$ cat config.mk
export PLATFORM = sky130hd
export DESIGN_NAME = vic_prio
export DESIGN_NICKNAME = d
export VERILOG_FILES = /design/src/rtl/vic_prio_pkg.sv /design/src/rtl/vic_prio_enc.sv /design/src/rtl/vic_prio.sv
export SDC_FILE = /design/constraint.sdc
export NUM_CORES = 1
export LEC_CHECK = 0
export ABC_AREA = 1
export BUFFER_PORTS_ARGS = -buffer_cell sky130_fd_sc_hd__buf_2
export CORE_ASPECT_RATIO = 0.8
export CORE_MARGIN = 8
export CORE_UTILIZATION = 40
export CTS_BUF_LIST = sky130_fd_sc_hd__clkbuf_4 sky130_fd_sc_hd__clkbuf_8
export DETAILED_ROUTE_END_ITERATION = 10
export MAX_ROUTING_LAYER = met4
export PLACE_DENSITY_LB_ADDON = 0.05
export SYNTH_ARGS = -nofsm -noshare
export SYNTH_HDL_FRONTEND = slang
export SYNTH_SLANG_ARGS = --single-unit
$ cat constraint.sdc
create_clock -name clk_sys -period 1.4 [get_ports clk_sys]
set_input_delay 0.14 -clock clk_sys [delete_from_list [all_inputs] [get_ports clk_sys]]
set_output_delay 0.14 -clock clk_sys [all_outputs]
set_load 0.02 [all_outputs]
$ cat src/rtl/vic_prio_pkg.sv
// Shared types and helpers for the vectored interrupt controller.
package vic_prio_pkg;

  localparam int VIC_MAX_N = 16;

  typedef enum logic [1:0] {
    ST_IDLE,
    ST_LATCH,
    ST_HOLD
  } vic_state_t;

  // Index width for an N-channel controller, never narrower than one bit.
  function automatic int vic_idx_w(input int n);
    return (n <= 2) ? 1 : $clog2(n);
  endfunction

endpackage

$ cat src/rtl/vic_prio_enc.sv
// Highest-index-wins priority encoder over the eligible request vector.
// Latency: combinational.
// Backpressure: none; pure function of req.
module vic_prio_enc
  import vic_prio_pkg::*;
#(
  parameter int N  = 2,
  parameter int IW = vic_idx_w(N)
) (
  input  logic [N-1:0]  req,
  output logic          vld,
  output logic [IW-1:0] idx
);

  always_comb begin
    vld = 1'b0;
    idx = '0;
    for (int i = 0; i < N; i++) begin
      if (req[i]) begin
        vld = 1'b1;
        idx = IW'(i);
      end
    end
  end

endmodule

$ cat src/rtl/vic_prio.sv
// Vectored interrupt controller: edge/level pending, masking, fixed index priority.
// Latency: request to virq 2 ce; stb to dat_o 1 ce, to ack/iack 2 ce.
// Backpressure: ack/dat_o held until stb is sampled low; stb stuck high after reset is ignored.
module vic_prio
  import vic_prio_pkg::*;
#(
  parameter int          N    = 2,
  parameter logic [15:0] SPUR = 16'o000000
) (
  input  logic            clk_sys,
  input  logic            reset,
  input  logic            ce,
  input  logic [N*16-1:0] ivec,
  input  logic [N-1:0]    ireq,
  input  logic [N-1:0]    edge_mode,
  input  logic [N-1:0]    mask,
  input  logic            stb,
  output logic            virq,
  output logic [15:0]     dat_o,
  output logic            ack,
  output logic [N-1:0]    iack
);

  localparam int IW = vic_idx_w(N);

  vic_state_t    state;
  logic [N-1:0]  pend;
  logic [N-1:0]  ireq_q;
  logic [N-1:0]  elig;
  logic [N-1:0]  sel_oh;
  logic [N-1:0]  clr;
  logic [IW-1:0] sel;
  logic [IW-1:0] win_idx;
  logic          win_vld;
  logic          spur;
  logic          armed;

  assign elig = pend & ~mask;

  vic_prio_enc #(.N(N), .IW(IW)) u_enc (
    .req (elig),
    .vld (win_vld),
    .idx (win_idx)
  );

  always_comb begin
    sel_oh = '0;
    for (int i = 0; i < N; i++) begin
      sel_oh[i] = (sel == IW'(i));
    end
  end

  // Clear fires on the same ce that raises iack, so virq drops one ce later.
  assign clr = (state == ST_LATCH && !spur) ? sel_oh : '0;

  always_ff @(posedge clk_sys) begin
    if (reset) begin
      state  <= ST_IDLE;
      pend   <= '0;
      ireq_q <= '0;
      sel    <= '0;
      spur   <= 1'b0;
      armed  <= 1'b0;
      virq   <= 1'b0;
      dat_o  <= '0;
      ack    <= 1'b0;
      iack   <= '0;
    end else if (ce) begin
      ireq_q <= ireq;
      // A fresh edge beats a same-cycle acknowledge clear.
      pend   <= (edge_mode & ((ireq & ~ireq_q) | (pend & ~clr))) | (~edge_mode & ireq);
      virq   <= |elig;
      iack   <= '0;
      if (!stb) armed <= 1'b1;
      case (state)
        ST_IDLE: begin
          if (stb && armed) begin
            sel   <= win_idx;
            spur  <= !win_vld;
            dat_o <= win_vld ? ivec[16*int'(win_idx) +: 16] : SPUR;
            state <= ST_LATCH;
          end
        end
        ST_LATCH: begin
          ack   <= 1'b1;
          iack  <= clr;
          state <= ST_HOLD;
        end
        ST_HOLD: begin
          if (!stb) begin
            ack   <= 1'b0;
            dat_o <= '0;
            state <= ST_IDLE;
          end
        end
        default: state <= ST_IDLE;
      endcase
    end
  end

endmodule

* Word level (Yosys, flattened, before mapping)
Cells that the tools add are included.
** Storage, ports and cells
- Output and inout port bits :: 20
- Register bits after elaboration :: 29
- Bits of input ports :: 42
** Cells by class
- Reductions and logical operators :: 13
- Muxes and demuxes :: 14
- Equal/unequal tests :: 4
- Shift-type cells :: 1
- Bitwise gates (word level) :: 13
** Operators with widths (number)
- 2-to-1 mux 16 bit :: 3
- case mux 16 bit (2 select lines) :: 1
- indexed part select 32 x 6 -> 16 bit :: 1
- bitwise AND 2 bit :: 5
- AND reduction 3 bit :: 3
- 2-to-1 mux 2 bit :: 4
- inverter 2 bit :: 4
- case mux 2 bit (3 select lines) :: 1
- 2-to-1 mux 1 bit :: 4
- inequality test 2 bit, second input constant :: 2
- bitwise OR 2 bit :: 2
- AND reduction 4 bit :: 1
- nonzero test 2 bit :: 2
- == test 2 x 1 -> 1 bit, second input constant :: 1
- == test 2 bit, second input constant :: 1
- logical AND 1 bit :: 2
- zero test 1 bit :: 2
- zero test 2 bit :: 1
- inverter 1 bit :: 2
- case mux 1 bit (2 select lines) :: 1
- AND reduction 2 bit :: 1
- OR reduction 2 bit :: 1

* Depth between registers and ports, before layout
Gate-level depths: netlist (run 1).
- Word-level depth :: 8
- Gate-level depth with buffers :: 8
- Depth with buffers taken out :: 8

* Cells and area by module
A second synthesis (run 1) with hierarchy kept.
** Second synthesis, totals
- Cell total of the unflattened synthesis :: 213
- Area total of the unflattened synthesis :: 1415.1 µm²
** Modules (own cells, without submodules)
- vic_prio :: instances 1, seq. area each 580.6 µm², area each 1396.3 µm², cells an instance 209
- vic_prio_enc :: instances 1, seq. area each 0.0 µm², area each 18.8 µm², cells an instance 4

* Worst setup path after synthesis (run 1)
OpenSTA, ideal clock, no wires.
- Path kind :: register -> register
- Start :: register state[0]
- End :: register dat_o[15]
- Path buffers :: 1
- Stages on the path, launching flop included :: 9
- Arrival :: 989 ps
- Data required time :: 1283 ps
- Slack :: 294 ps
- Clock period less this slack :: 1106 ps
- Cell sequence :: dfxtp_1 > inv_2 > nand3_1 > nand2_1 > nor2_2 > inv_2 > buf_6 > nor2_1 > nor2_1
** On the way
- Cells in the longest elaborated chain, start to end :: 3
** Ends and longest elaborated chain
- from (decl) :: RTL line vic_prio.sv:26 : vic_state_t state;
- from (signal assigned) :: RTL line vic_prio.sv:58 : state <= ST_IDLE;
- from (signal assigned) :: RTL line vic_prio.sv:81 : state <= ST_LATCH;
- from (signal assigned) :: RTL line vic_prio.sv:87 : state <= ST_HOLD;
- == test 2 bit or zero test 2 bit (tied branches) :: RTL line vic_prio.sv:75 : case (state)
- inequality test 2 bit (no line) or nonzero test 2 bit (tied branches)
- AND reduction 4 bit (no line)
- to (signal assigned) :: RTL line vic_prio.sv:80 : dat_o <= win_vld ? ivec[16*int'(win_idx) +: 16] : SPUR;
- to (decl) :: RTL line vic_prio.sv:19 : output logic [15:0] dat_o,
Several ways; a longest one is shown, not always the timed one.
A chain may end at the register's enable or synchronous reset.

* Worst setup path in the final report (run 1)
- Start :: register pend[1]
- End :: register dat_o[7]
** On the way
- Cells in the longest elaborated chain, start to end :: 6
** Ends and longest elaborated chain
- from (decl) :: RTL line vic_prio.sv:27 : logic [N-1:0] pend;
- from (signal assigned) :: RTL line vic_prio.sv:71 : pend <= (edge_mode & ((ireq & ~ireq_q) | (pend & ~clr))) | (~edge_mode & ireq);
- bitwise AND 2 bit * :: RTL line vic_prio.sv:38 : assign elig = pend & ~mask;
- 2-to-1 mux 1 bit :: RTL line vic_prio_enc.sv:19 : if (req[i]) begin
- indexed part select 32 x 6 -> 16 bit :: RTL line vic_prio.sv:80
- 2-to-1 mux 16 bit * :: RTL line vic_prio.sv:80
- 2-to-1 mux 16 bit * :: RTL line vic_prio.sv:77 : if (stb && armed) begin
- case mux 16 bit (2 select lines) * :: RTL line vic_prio.sv:75
Mark *: on every way between the ends. The rest lies on a longest branch, timed or not. The select of a mux whose other input is x is not followed.

==> flow_summary.yaml, run 1 <==
timing:
  relSlewSlack_pct: 77.7
  finalHoldViolations: 0
  setup-tns-final_ns: 0
  tightest_slew_ns: 0.334
  skew_ns: 0.00297
  fmax_ghz: 0.826
  fin_ws_ns: 0.190
  finalCritPeriodShare_pct: 86.5
  min_period_ns: 1.21
  finalSetupViolations: 0
  slew_viol_final: 0
  rsz0062_at_grt: "no"
placement:
  numPortBuffers: 61
  pre_cts_slack_ns: 0.162
  gp_congestion: 0.794
  dp_cells: 306
  dp_hpwl_um: 2910
  place_area_um2: 1690
floorplan:
  dieArea_um2: 5600
  fp.dieW_um: 81.7
  coreArea_um2: 3380
  die_y_um: 68.5
  start_util_pct: 40.9
  num_rows: 19
  io_pins: 62
grt:
  grt_use_total_pct: 15.3
  antenna_found_initial: 0
  grt_pass1_wl_um: 6400
  grt_pass1_vias: 1388
  grt_max_degree: 18
  grt.overflow.total: 0
clock_network:
  clock_sinks: 29
  cts_tree: "yes"
  cts_max_level: 2
  clk_path_buf_depth: 2
  path_clk_slew_ns: 0.06
  cts.repair.resized: 0
  cts_setup_buffers: 0
  hold_buffers: 0
  clkLatencyLatePin_ns: 0.28
  numCtsBuffers: 5
  clockRootBuffer: "clkbuf_8"
finish:
  diodes: 0
  multi_input_area_um2: 676
  finalNonFillerCells: 316
  area_delta_synth_final_pct: 31.1
  drive_gt1_share_pct: 30.7
  layout_common_cells: "nand2_1 (79), buf_2 (61), dfxtp_1 (29), a21oi_1 (24), nor2_1 (21)"
  nFillCells: 367
  final_area_um2: 1810
  final-seq-area_um2: 581
  final_common_cell: "nand2_1"
  final_nets: 315
routing:
  ant_nets: 0
  routed_wl_um: 3910
  drtPass1Iterations: 4
  via_per_inst: 4.75
  avgRoutedWirePerCell_um: 12.4
  vias: 1502
  remaining_drc_errors: 0
  drt_iter0_markers: 74
worst_setup_path:
  path_depth: 7
  rrSetupSlack_ns: 0.19
  path_class: "reg2reg"
  cp_common_cell: "nand2_1"
  slowest_delay_ns: 0.37
  crit_arrival_ns: 1.43
  crit_path_start_kind: "flip-flop"
  crit_slowest_cell: "dfxtp_1"
  crit_family: "simple AND/OR/NAND/NOR gates"
  r2r_cells: 7
  path_max_fanout: 8
  path_buf_inv: 2
  crit_chain: "inv_2 -> nor2_4 -> buf_4 -> nand2_1 -> nand2_1 -> nand3_1 -> a21oi_1"
  end_kind: "flip-flop"
  cp.required_ns: 1.61
power:
  vdd_drop_max_mv: 0.590
  p_leak_nw: 0.906
  power_density_nw_per_um2: 1050
yosys:
  synthCells: 208
  synth_top_area_share_pct: 42.1
  synth_top_area_cell: "dfxtp_1"
  synthTopCellsByArea: "dfxtp_1 (42%), nand2_1 (21%), a21oi_1 (8.7%)"
  seq_area_frac_synth_pct: 42.1
  syn-num-nets: 250
  synth_area_um2: 1380
  synth.distinct_cells: 18
  ys_warn_count: 0
  avgSynthCellArea_um2: 6.63
  ys_ff_latch: 29
hold_path:
  hold_path_class: "in2reg"
  holdPathStages: 3
status:
  status: "completed"
flow_run:
  cap_viol_max_count: 0
==> area by class of cell <==
type	instances	area share (%)
Multi-Input combinational cell	157	37.3
Sequential cell	29	32.1
Timing Repair Buffer	67	19.4
Clock buffer	7	5.33
Tap cell	42	2.90
Inverter	13	2.70
Clock inverter	1	0.277
==> through the flow <==
step | util, % | hold slack [ns] | total power, mW
6_report | 53.6 | 0.129 | 1.89
5_1_grt | 53.6 | 0.132 | 2.01
4_1_cts | 53.2 | 0.118 | 1.92
3_5_place_dp | 50.1 | 0.417 | 1.16
3_3_place_gp | 50.1 | 0.413 | 1.16
2_1_floorplan | - | 0.288 | 1.06
==> report_power, final <==
group / switching [mW] / leakage (nW) / internal (mW)
Clock: 0.307 / 0.0542 / 0.443
Sequential: 0.0157 / 0.236 / 0.856
Combinational: 0.160 / 0.616 / 0.112
Total: 0.482 / 0.906 / 1.41
==> sequential cells by signal, summed over array words and instances, names as in the netlist <==
register  flops
pend          2
ireq_q        2
ack           1
dat_o        16
iack          2
armed         1
state         2
sel           1
spur          1
virq          1
==> Yosys cell counts <==
cell,number
a21oi_1,24
buf_1,1
buf_2,3
buf_6,5
dfxtp_1,29
inv_1,9
inv_2,4
nand2_1,79
nand2_2,1
nand3_1,16
nand4_1,1
nor2_1,21
nor2_2,1
nor2_4,1
o21ai_0,8
o21ai_1,3
o21ai_2,1
or2_2,1
==> final timing paths <==
check	from	end
worst max-delay path	pend[1]$_SDFFE_PP0P_	dat_o[7]$_SDFFE_PP0P_
worst min-delay path	ireq[1]	ireq_q[1]$_SDFFE_PP0P_
worst max register to register	pend[1]$_SDFFE_PP0P_	dat_o[7]$_SDFFE_PP0P_
worst min register to register	ack$_SDFFE_PP0P_	ack$_SDFFE_PP0P_
==> metal layers <==
metal	track usage, %	routed length, µm	vias up
met5	-	0	-
met4	5.24	51	0
li1	-	-	790
met1	18.8	1910	660
met2	22.2	1600	46
met3	6.22	346	6
==> worst reg2reg max path, stage by stage, from the launching register on <==
cell and delay [ns]:
dfxtp_1 0.37, inv_2 0.06, nor2_4 0.18, buf_4 0.19, nand2_1 0.06, nand2_1 0.07, nand3_1 0.08, a21oi_1 0.14
==> cell families after synthesis <==
logic type | Yosys count | synth area share (%)
compound gates | 36 | 13.3
buf+inv | 22 | 8.97
simple gates | 121 | 35.6
flops | 29 | 42.1
(Power assumes the default switching activity.)
==> run 2, diff against run 1 <==
--- a/config.mk
+++ b/config.mk
@@ -5,7 +5,6 @@
 export SDC_FILE = /design/constraint.sdc
 export NUM_CORES = 1
 export LEC_CHECK = 0
-export ABC_AREA = 1
 export BUFFER_PORTS_ARGS = -buffer_cell sky130_fd_sc_hd__buf_2
 export CORE_ASPECT_RATIO = 0.8
 export CORE_MARGIN = 8
==> flow_summary.yaml, run 2 <==
finish:
  final_common_cell: "buf_2"
  diodes: 0
  final_area_um2: 1830
  final-seq-area_um2: 581
  area_delta_synth_final_pct: 35.5
  finalNonFillerCells: 238
  largest_reg_flops: 16
  multi_input_area_um2: 718
  drive_gt1_share_pct: 48.5
  layout_common_cells: "buf_2 (61), dfxtp_1 (29), mux2i_1 (21), nor2_1 (10), o2bb2ai_2 (10)"
  largest_register: "dat_o"
  final_nets: 238
  nFillCells: 322
worst_setup_path:
  crit_chain: "and2b_4 -> nand2_2 -> or3_1 -> buf_6 -> o2bb2ai_2"
  crit_family: "simple AND/OR/NAND/NOR gates"
  r2r_cells: 5
  path_max_fanout: 10
  crit_slowest_cell: "or3_1"
  crit_path_start_kind: "flip-flop"
  slowest_delay_ns: 0.35
  path_buf_inv: 1
  path_depth: 5
  path_class: "reg2reg"
  cp.required_ns: 1.61
  end_kind: "flip-flop"
  crit_arrival_ns: 1.52
timing:
  setup-tns-final_ns: 0
  tightest_slew_ns: 0.282
  relSlewSlack_pct: 81.2
  slew_viol_final: 0
  rsz0062_at_grt: "no"
  finalCritPeriodShare_pct: 94.1
  skew_ns: 0.00294
  fmax_ghz: 0.759
  finalSetupViolations: 0
  min_period_ns: 1.32
  finalHoldViolations: 0
placement:
  dp_cells: 231
  gp_congestion: 0.782
  place_area_um2: 1730
  numPortBuffers: 61
  dp_hpwl_um: 2610
grt:
  grt.overflow.total: 0
  grt_pass1_wl_um: 5270
  grt_max_degree: 18
  grt_use_total_pct: 12.4
  grt_pass1_vias: 1182
  antenna_found_initial: 0
routing:
  vias: 1183
  wl_met3_um: 289
  met1_length_um: 1400
  ant_nets: 0
  wl_met2_um: 1520
  routed_wl_um: 3240
  avgRoutedWirePerCell_um: 13.6
  via_per_inst: 4.97
  drtPass1Iterations: 4
  remaining_drc_errors: 0
  top_layer_used: "met4"
  drt_iter0_markers: 25
clock_network:
  clock_sinks: 29
  path_clk_slew_ns: 0.06
  cts_max_level: 2
  cts.repair.resized: 0
  cts_setup_buffers: 0
  clockRootBuffer: "clkbuf_8"
  clk_path_buf_depth: 2
  clkLatencyLatePin_ns: 0.27
  numCtsBuffers: 5
  cts_tree: "yes"
  hold_buffers: 0
yosys:
  seq_area_frac_synth_pct: 42.9
  synth_top_area_share_pct: 42.9
  synthTopCellsByArea: "dfxtp_1 (43%), mux2i_1 (16%), o2bb2ai_2 (11%)"
  ys_warn_count: 0
  synth_area_um2: 1350
  synth_most_common_cell: "dfxtp_1"
  synth-main-ff-cell: "dfxtp_1"
  synth_edf_count: 0
  synth.distinct_cells: 31
  ys_ff_latch: 29
  ys_top_cells_by_count: "dfxtp_1 (29), mux2i_1 (21), nor2_1 (10), o2bb2ai_2 (10), nand3b_1 (7)"
  synthCells: 127
  avgSynthCellArea_um2: 10.6
  synth_top_area_cell: "dfxtp_1"
  syn-num-nets: 169
  async_flop_share_pct: 0
flow_run:
  cap_viol_max_count: 0
hold_path:
  hold_path_class: "in2reg"
  holdPathStages: 3
power:
  p_leak_nw: 0.916
  intPower_mw: 1.36
  swShare_pct: 22.7
  netSwitchingPower_mw: 0.399
  vdd_drop_max_mv: 0.674
  p_comb_share_pct: 12.1
  seqPwrFrac_pct: 48.5
  clkPwrFrac_pct: 39.4
  power_density_nw_per_um2: 959
floorplan:
  fp.dieW_um: 81.0
  io_pins: 62
  die_y_um: 68.0
  coreArea_um2: 3330
  start_util_pct: 40.6
  num_rows: 19
  dieArea_um2: 5510
status:
  status: "completed"
-- run 2: routing by layer --
layer,GRT usage (%),vias to the layer above
li1,-,596
met1,13.7,545
met2,19.7,38
met3,5.64,4
met4,4.00,0
met5,-,-
-- run 2: stage by stage --
stage	hold WS [ns]	setup WS, ns	power (mW)	util (%)
after floorplan	0.287	0.0653	0.993	-
after global placement	0.390	0.0954	1.08	52.1
after detailed placement	0.409	0.0704	1.09	52.1
after CTS	0.110	0.0590	1.79	54.8
after global routing	0.125	0.00455	1.86	55.1
final	0.123	0.0830	1.76	55.1
-- run 2: cell families (layout without fill, tap and decap cells) --
| logic type | count (synthesis) | after routing | share of synthesized area (%) |
|---|---|---|---|
| mux | 22 | 22 | 16.4 |
| flops | 29 | 29 | 42.9 |
| simple gates | 35 | 35 | 15.0 |
| compound gates | 29 | 29 | 21.3 |
| buf+inv | 12 | 81 | 4.44 |
-- run 2: final timing paths --
check,from,to,slack (ns)
max,state[0]$_SDFFE_PP0P_,dat_o[3]$_SDFFE_PP0P_,0.08
min,ireq[0],ireq_q[0]$_SDFFE_PP0P_,0.12
max reg2reg,state[0]$_SDFFE_PP0P_,dat_o[3]$_SDFFE_PP0P_,0.08
min reg2reg,dat_o[12]$_SDFFE_PP0P_,dat_o[12]$_SDFFE_PP0P_,0.47
-- run 2: final cells by class --
| class | instances | share of cell area [%] |
|---|---|---|
| Inverter | 4 | 0.819 |
| Sequential cell | 29 | 31.7 |
| Multi-Input combinational cell | 86 | 39.2 |
| Timing Repair Buffer | 70 | 20.5 |
| Tap cell | 42 | 2.87 |
| Clock buffer | 7 | 4.91 |
-- run 2: power by group through the flow --
stage	clock network, mW	registers [mW]	logic (mW)
finish	0.693	0.853	0.212
global route	0.772	0.854	0.237
CTS	0.726	0.852	0.216
detailed placement	0	0.870	0.216
global placement	0	0.870	0.210
floorplan	0	0.876	0.117
-- run 2: worst register-to-register path: cells and delay by family (launching register included) --
kind / cells / cell delay, ns
compound gates: 1 / 0.11
buf+inv: 1 / 0.16
simple gates: 3 / 0.66
flops: 1 / 0.32
